### src/rtl/grant_tenure_if.sv
// Handshake bundle between the arbiter/requester side (master) and
// grant_tenure_ctrl (slave).
interface grant_tenure_if #(
  parameter int NUM_REQUESTS = 4,
  parameter int MAX_BEATS    = 16
);
  localparam int IDW = (NUM_REQUESTS > 1) ? $clog2(NUM_REQUESTS) : 1;
  localparam int LW  = $clog2(MAX_BEATS + 1);

  logic [NUM_REQUESTS-1:0] grant;
  logic [NUM_REQUESTS-1:0] req;
  logic [LW-1:0]           len_in;
  logic                    beat_ready;
  logic                    busy;
  logic                    owner_valid;
  logic [IDW-1:0]          owner_id;
  logic                    beat_valid;
  logic [LW-1:0]           beat_cnt;
  logic [NUM_REQUESTS-1:0] release_onehot;
  logic                    onehot_err;
  logic                    timeout_err;

  modport master (
    output grant, req, len_in, beat_ready,
    input  busy, owner_valid, owner_id, beat_valid, beat_cnt,
           release_onehot, onehot_err, timeout_err
  );

  modport slave (
    input  grant, req, len_in, beat_ready,
    output busy, owner_valid, owner_id, beat_valid, beat_cnt,
           release_onehot, onehot_err, timeout_err
  );
endinterface

### src/rtl/grant_tenure_ctrl.sv
// Latches a one-hot grant, runs the owner's burst against a ready handshake,
// then pulses a one-hot release. Rejects multi-hot grants, stalls, withdrawal.
module grant_tenure_ctrl #(
  parameter int NUM_REQUESTS = 4,
  parameter int MAX_BEATS    = 16,
  parameter int TIMEOUT      = 32
) (
  input logic           clk,
  input logic           reset,
  grant_tenure_if.slave bus
);
  localparam int IDW   = (NUM_REQUESTS > 1) ? $clog2(NUM_REQUESTS) : 1;
  localparam int LW    = $clog2(MAX_BEATS + 1);
  localparam int SW    = $clog2(TIMEOUT + 1);
  localparam int CNT_W = $clog2(NUM_REQUESTS + 1);

  typedef enum logic [1:0] {
    ST_IDLE,
    ST_ACTIVE,
    ST_RELEASE
  } state_t;

  state_t                  state_reg;
  logic [IDW-1:0]          owner_id_reg;
  logic [LW-1:0]           len_reg;
  logic [LW-1:0]           beat_cnt_reg;
  logic [SW-1:0]           stall_reg;
  logic                    busy_reg;
  logic                    owner_valid_reg;
  logic                    beat_valid_reg;
  logic [NUM_REQUESTS-1:0] release_reg;
  logic                    onehot_err_reg;
  logic                    timeout_err_reg;

  logic [CNT_W-1:0]        grant_count;
  logic [IDW-1:0]          grant_idx;
  logic [LW-1:0]           len_clamped;
  logic [NUM_REQUESTS-1:0] owner_onehot;
  logic [LW-1:0]           beat_cnt_inc;
  logic [SW-1:0]           stall_inc;
  logic                    withdraw;
  logic                    accept;
  logic                    stall_expired;
  logic                    finish;

  always_comb begin
    grant_count = '0;
    grant_idx   = '0;
    for (int i = 0; i < NUM_REQUESTS; i++) begin
      if (bus.grant[i]) begin
        grant_count = grant_count + 1'b1;
        grant_idx   = IDW'(i);
      end
    end
  end

  // A zero length still moves one beat; oversize bursts are clipped.
  always_comb begin
    if (bus.len_in == '0) begin
      len_clamped = LW'(1);
    end else if (bus.len_in > LW'(MAX_BEATS)) begin
      len_clamped = LW'(MAX_BEATS);
    end else begin
      len_clamped = bus.len_in;
    end
  end

  generate
    for (genvar gi = 0; gi < NUM_REQUESTS; gi++) begin : g_owner_dec
      assign owner_onehot[gi] = (owner_id_reg == IDW'(gi));
    end
  endgenerate

  // Withdrawal outranks completion; completion and timeout are exclusive.
  assign beat_cnt_inc  = beat_cnt_reg + 1'b1;
  assign stall_inc     = stall_reg + 1'b1;
  assign withdraw      = ~bus.req[owner_id_reg];
  assign accept        = beat_valid_reg & bus.beat_ready;
  assign stall_expired = ~accept & (stall_inc == SW'(TIMEOUT));
  assign finish        = withdraw | (accept & (beat_cnt_inc == len_reg)) | stall_expired;

  always_ff @(posedge clk or posedge reset) begin
    if (reset) begin
      state_reg       <= ST_IDLE;
      owner_id_reg    <= '0;
      len_reg         <= '0;
      beat_cnt_reg    <= '0;
      stall_reg       <= '0;
      busy_reg        <= 1'b0;
      owner_valid_reg <= 1'b0;
      beat_valid_reg  <= 1'b0;
      release_reg     <= '0;
      onehot_err_reg  <= 1'b0;
      timeout_err_reg <= 1'b0;
    end else begin
      release_reg     <= '0;
      onehot_err_reg  <= 1'b0;
      timeout_err_reg <= 1'b0;
      case (state_reg)
        ST_IDLE: begin
          if (grant_count == CNT_W'(1)) begin
            state_reg       <= ST_ACTIVE;
            owner_id_reg    <= grant_idx;
            len_reg         <= len_clamped;
            beat_cnt_reg    <= '0;
            stall_reg       <= '0;
            busy_reg        <= 1'b1;
            owner_valid_reg <= 1'b1;
            beat_valid_reg  <= 1'b1;
          end else if (grant_count > CNT_W'(1)) begin
            onehot_err_reg <= 1'b1;
          end
        end
        ST_ACTIVE: begin
          if (!withdraw) begin
            if (accept) begin
              beat_cnt_reg <= beat_cnt_inc;
              stall_reg    <= '0;
            end else begin
              stall_reg <= stall_inc;
            end
            timeout_err_reg <= stall_expired;
          end
          if (finish) begin
            state_reg      <= ST_RELEASE;
            beat_valid_reg <= 1'b0;
            release_reg    <= owner_onehot;
          end
        end
        ST_RELEASE: begin
          state_reg       <= ST_IDLE;
          busy_reg        <= 1'b0;
          owner_valid_reg <= 1'b0;
          owner_id_reg    <= '0;
          beat_cnt_reg    <= '0;
        end
        default: state_reg <= ST_IDLE;
      endcase
    end
  end

  assign bus.busy           = busy_reg;
  assign bus.owner_valid    = owner_valid_reg;
  assign bus.owner_id       = owner_id_reg;
  assign bus.beat_valid     = beat_valid_reg;
  assign bus.beat_cnt       = beat_cnt_reg;
  assign bus.release_onehot = release_reg;
  assign bus.onehot_err     = onehot_err_reg;
  assign bus.timeout_err    = timeout_err_reg;
endmodule

### src/flat_wrapper.sv
// flat-port wrapper written by rule: the top's interface ports become plain ports
module grant_tenure_ctrl_flat 
#(
  parameter int NUM_REQUESTS = 4,
  parameter int MAX_BEATS    = 16,
  parameter int TIMEOUT      = 32
)
  (clk, reset, bus_grant, bus_req, bus_len_in, bus_beat_ready, bus_busy, bus_owner_valid, bus_owner_id, bus_beat_valid, bus_beat_cnt, bus_release_onehot, bus_onehot_err, bus_timeout_err);
  grant_tenure_if #(.NUM_REQUESTS(NUM_REQUESTS), .MAX_BEATS(MAX_BEATS)) bus_i ();
  input logic clk;
  input logic reset;
  input wire logic [$bits(bus_i.grant)-1:0] bus_grant;
  input wire logic [$bits(bus_i.req)-1:0] bus_req;
  input wire logic [$bits(bus_i.len_in)-1:0] bus_len_in;
  input wire logic [$bits(bus_i.beat_ready)-1:0] bus_beat_ready;
  output wire logic [$bits(bus_i.busy)-1:0] bus_busy;
  output wire logic [$bits(bus_i.owner_valid)-1:0] bus_owner_valid;
  output wire logic [$bits(bus_i.owner_id)-1:0] bus_owner_id;
  output wire logic [$bits(bus_i.beat_valid)-1:0] bus_beat_valid;
  output wire logic [$bits(bus_i.beat_cnt)-1:0] bus_beat_cnt;
  output wire logic [$bits(bus_i.release_onehot)-1:0] bus_release_onehot;
  output wire logic [$bits(bus_i.onehot_err)-1:0] bus_onehot_err;
  output wire logic [$bits(bus_i.timeout_err)-1:0] bus_timeout_err;
  assign bus_i.grant = bus_grant;
  assign bus_i.req = bus_req;
  assign bus_i.len_in = bus_len_in;
  assign bus_i.beat_ready = bus_beat_ready;
  assign bus_busy = bus_i.busy;
  assign bus_owner_valid = bus_i.owner_valid;
  assign bus_owner_id = bus_i.owner_id;
  assign bus_beat_valid = bus_i.beat_valid;
  assign bus_beat_cnt = bus_i.beat_cnt;
  assign bus_release_onehot = bus_i.release_onehot;
  assign bus_onehot_err = bus_i.onehot_err;
  assign bus_timeout_err = bus_i.timeout_err;
  grant_tenure_ctrl #(.NUM_REQUESTS(NUM_REQUESTS), .MAX_BEATS(MAX_BEATS), .TIMEOUT(TIMEOUT)) u_core (.clk(clk), .reset(reset), .bus(bus_i));
endmodule
### config.mk
export PLATFORM = sky130hd
export DESIGN_NAME = grant_tenure_ctrl_flat
export DESIGN_NICKNAME = d
export VERILOG_FILES = /design/src/rtl/grant_tenure_if.sv /design/src/rtl/grant_tenure_ctrl.sv /design/src/flat_wrapper.sv
export SDC_FILE = /design/constraint.sdc
export NUM_CORES = 1
export LEC_CHECK = 0
export BUFFER_PORTS_ARGS = -buffer_cell sky130_fd_sc_hd__buf_4
export CORE_UTILIZATION = 49
export DETAILED_ROUTE_END_ITERATION = 6
export PLACE_DENSITY = 0.84
export SYNTH_ARGS = -nofsm -noshare
export SYNTH_HDL_FRONTEND = slang
export SYNTH_SLANG_ARGS = --single-unit
### constraint.sdc
create_clock -name clk -period 2.27 [get_ports clk]
set_input_delay 0.227 -clock clk [delete_from_list [all_inputs] [get_ports clk]]
set_output_delay 0.227 -clock clk [all_outputs]
set_load 0.005 [all_outputs]
==> flow_summary.ini <==
[run]
cap_violations = 0

[detailed_routing]
vias_per_cell = 5.78
vias = 1468
drc = 0
wire_per_inst_um = 15.3
wl_mm = 3.89
ant_nets = 0
firstDrtPassIters = 4
dr.first_iter.drc_count = 58

[global_route]
antenna_found_initial = 0
first_global_vias = 1435
overflow = 0
grt_pass1_wl_mm = 6.33
grt_start_max_net_pins = 29
grt_use_total = 0.236

[die]
top_level_ports = 32
core-area_um2 = 3080
die_h_um = 59.2
dieArea_um2 = 3510
initial_core_util = 0.522
die_w_um = 59.2
rows = 20

[cells_and_area]
diodes = 0
drive_above_1_share = 0.281
design_area_um2 = 2100
area_growth_pct = 30.8
layout.nets = 233
largest_reg_flops = 6

[sta]
relSlewSlack = 0.664
slew_viol_final = 0
skew_ps = 7.87
worstMarginPinSlew_ps = 503
fin_hold_ws_ps = 86.7
finalHoldViolCount = 0
fin_tns_setup_ps = -15.8
fmax_mhz = 438
period_needed_ps = 2290
fin_ws_ps = -15.6
rsz0062_at_grt = true
finalCritPeriodShare = 1.01
setup_viol = 2

[placement]
portBuffers = 31
hpwl_mm = 2.65
pre_cts_slack_ps = -35.5
placed_area_um2 = 1920
place_congestion = 0.908

[clocking]
cts_tree = done
cts_num_sinks = 28
cts_buffers = 3
ctsHtreeMaxLevel = 1
clkLatencyLatePin_ps = 330
cts_buffer_depth = 2
path_clk_slew_ps = 150
cts_root_buf = clkbuf_4

[synth]
synth_area_leaders = dfrtp_1, ha_1, nand2_1
synth_top_cell_by_area = dfrtp_1
ys_seq_area_frac = 0.436
synthFlopType = dfrtp_1
synth_commonest_cells = dfrtp_1, nand2_1, nand3_1, inv_1, o21ai_1
syn_nets = 193
synth.distinct_cells = 42
syn_inst = 171
synth_seq_cells = 28
syn_area_um2 = 1610
yosysTopAreaCellShare = 0.436
synth_edf_count = 0
synth-warning-count = 0
syn_area_per_cell_um2 = 9.39
yosysMostFrequentCell = dfrtp_1
async_reset_ff_frac = 1.00

[setup_path]
cp.required_ps = 2500
crit_path_end_kind = flip-flop
rr_worst_depth = 6
critPathArrivalTime_ps = 2520
startpoint_type = flip-flop
crit_type = flip-flop to flip-flop
cp_max_fo = 6

[hold_path]
hold_class = primary input to flip-flop
whs_path_depth = 2

[run_status]
status = finished, violations left
violations = setup timing

[pwr]
p_per_area_nw_per_um2 = 912
vdd_drop_max_mv = 0.574
finalPower_mw = 1.91
p_leak_nw = 0.948
-- layout make-up --
type                       count  area, um^2
inverter                       9        33.8
fill                         237         978
clock inverter                 1        30.0
tap                           44        55.1
sequential                    28         701
timing repair buffer          42         322
multi-input combinational    127         936
clock buffer                   3        22.5
-- what timing repair did --
item | CTS | global route
setup endpoints to repair | 2 | 4
setup buffers | 0 | 3
endpoints found under the hold margin | 28 | 0
gates resized for setup | 2 | 10
hold buffers | 1 | 0
pin swaps | 0 | 8
-- metal layers --
metal,track usage,share of wire,up-vias,wire (um)
met4,0.0918,0.0098,0,38
li1,-,-,708,-
met2,0.421,0.53,42,2070
met1,0.286,0.42,714,1640
met5,0,0,-,0
met3,0.0328,0.036,4,139
-- power by group --
group          internal, mW  total (mW)  switching [mW]
clock                 0.179       0.329           0.150
combinational         0.378       0.829           0.451
sequential            0.611       0.756           0.145
total                  1.17        1.91           0.746
-- worst max-delay path, cell delays in order (launching register included) --
cell       delay [ps]
dfrtp_1           440
buf_6             130
ha_4              220
xor2_2            140
or4_4             520
o31a_4            410
a2111oi_4         320
-- logic make-up (layout without fill, tap and decap cells) --
kind of cell / Yosys count / count (layout) / share of synthesized area
AND/OR/NAND/NOR: 70 / 70 / 0.228
AO/OA/AOI/OAI: 41 / 41 / 0.179
flip-flops: 28 / 28 / 0.436
buffers and inverters: 16 / 55 / 0.0397
XOR/XNOR: 7 / 7 / 0.0429
adder cells (fa/ha/maj): 6 / 6 / 0.0468
multiplexers: 3 / 3 / 0.0273
-- placed cells by master, fill, tap and decap left out, types with 2 or more instances in the layout --
| master | synthesis | routed |
|---|---|---|
| buf_4 | 1 | 40 |
| dfrtp_1 | 28 | 28 |
| nand2_1 | 18 | 18 |
| nand3_1 | 12 | 11 |
| inv_1 | 9 | 9 |
| o21ai_1 | 9 | 9 |
| a21oi_1 | 8 | 8 |
| nor2_1 | 8 | 8 |
| nand2b_1 | 7 | 7 |
| nor3_1 | 6 | 6 |
| nand4_1 | 6 | 6 |
| ha_1 | 6 | 5 |
| nor2b_1 | 4 | 4 |
| xor2_1 | 4 | 4 |
| a2111oi_4 | 0 | 4 |
| a31oi_1 | 3 | 3 |
| clkbuf_4 | 0 | 3 |
| o21a_1 | 2 | 2 |
| or3_1 | 2 | 2 |
| a31o_2 | 2 | 2 |
| o211ai_1 | 2 | 2 |
| o31ai_1 | 2 | 2 |
| o2bb2ai_1 | 2 | 2 |
-- final timing paths --
check	startpoint	endpoint	slack (ps)
setup / recovery	u_core.bus.beat_cnt[0]$_DFFE_PP0P_	u_core.bus.release_onehot[2]$_DFF_PP0_	-20
hold / removal	bus_len_in[4]	u_core.len_reg[0]$_DFFE_PP0P_	90
setup reg to reg	u_core.bus.beat_cnt[0]$_DFFE_PP0P_	u_core.bus.release_onehot[2]$_DFF_PP0_	-20
hold reg to reg	u_core.len_reg[0]$_DFFE_PP0P_	u_core.len_reg[0]$_DFFE_PP0P_	540
max in group asynchronous	reset	u_core.bus.release_onehot[0]$_DFF_PP0_	1500
min in group asynchronous	reset	u_core.bus.onehot_err$_DFF_PP0_	500
-- metrics by stage --
step,util,cells
2_1_floorplan,-,171
3_3_place_gp,0.622,246
3_5_place_dp,0.622,246
4_1_cts,0.646,251
5_1_grt,0.682,254
6_report,0.682,254
Note: power is estimated with default switching activity, not from simulation.
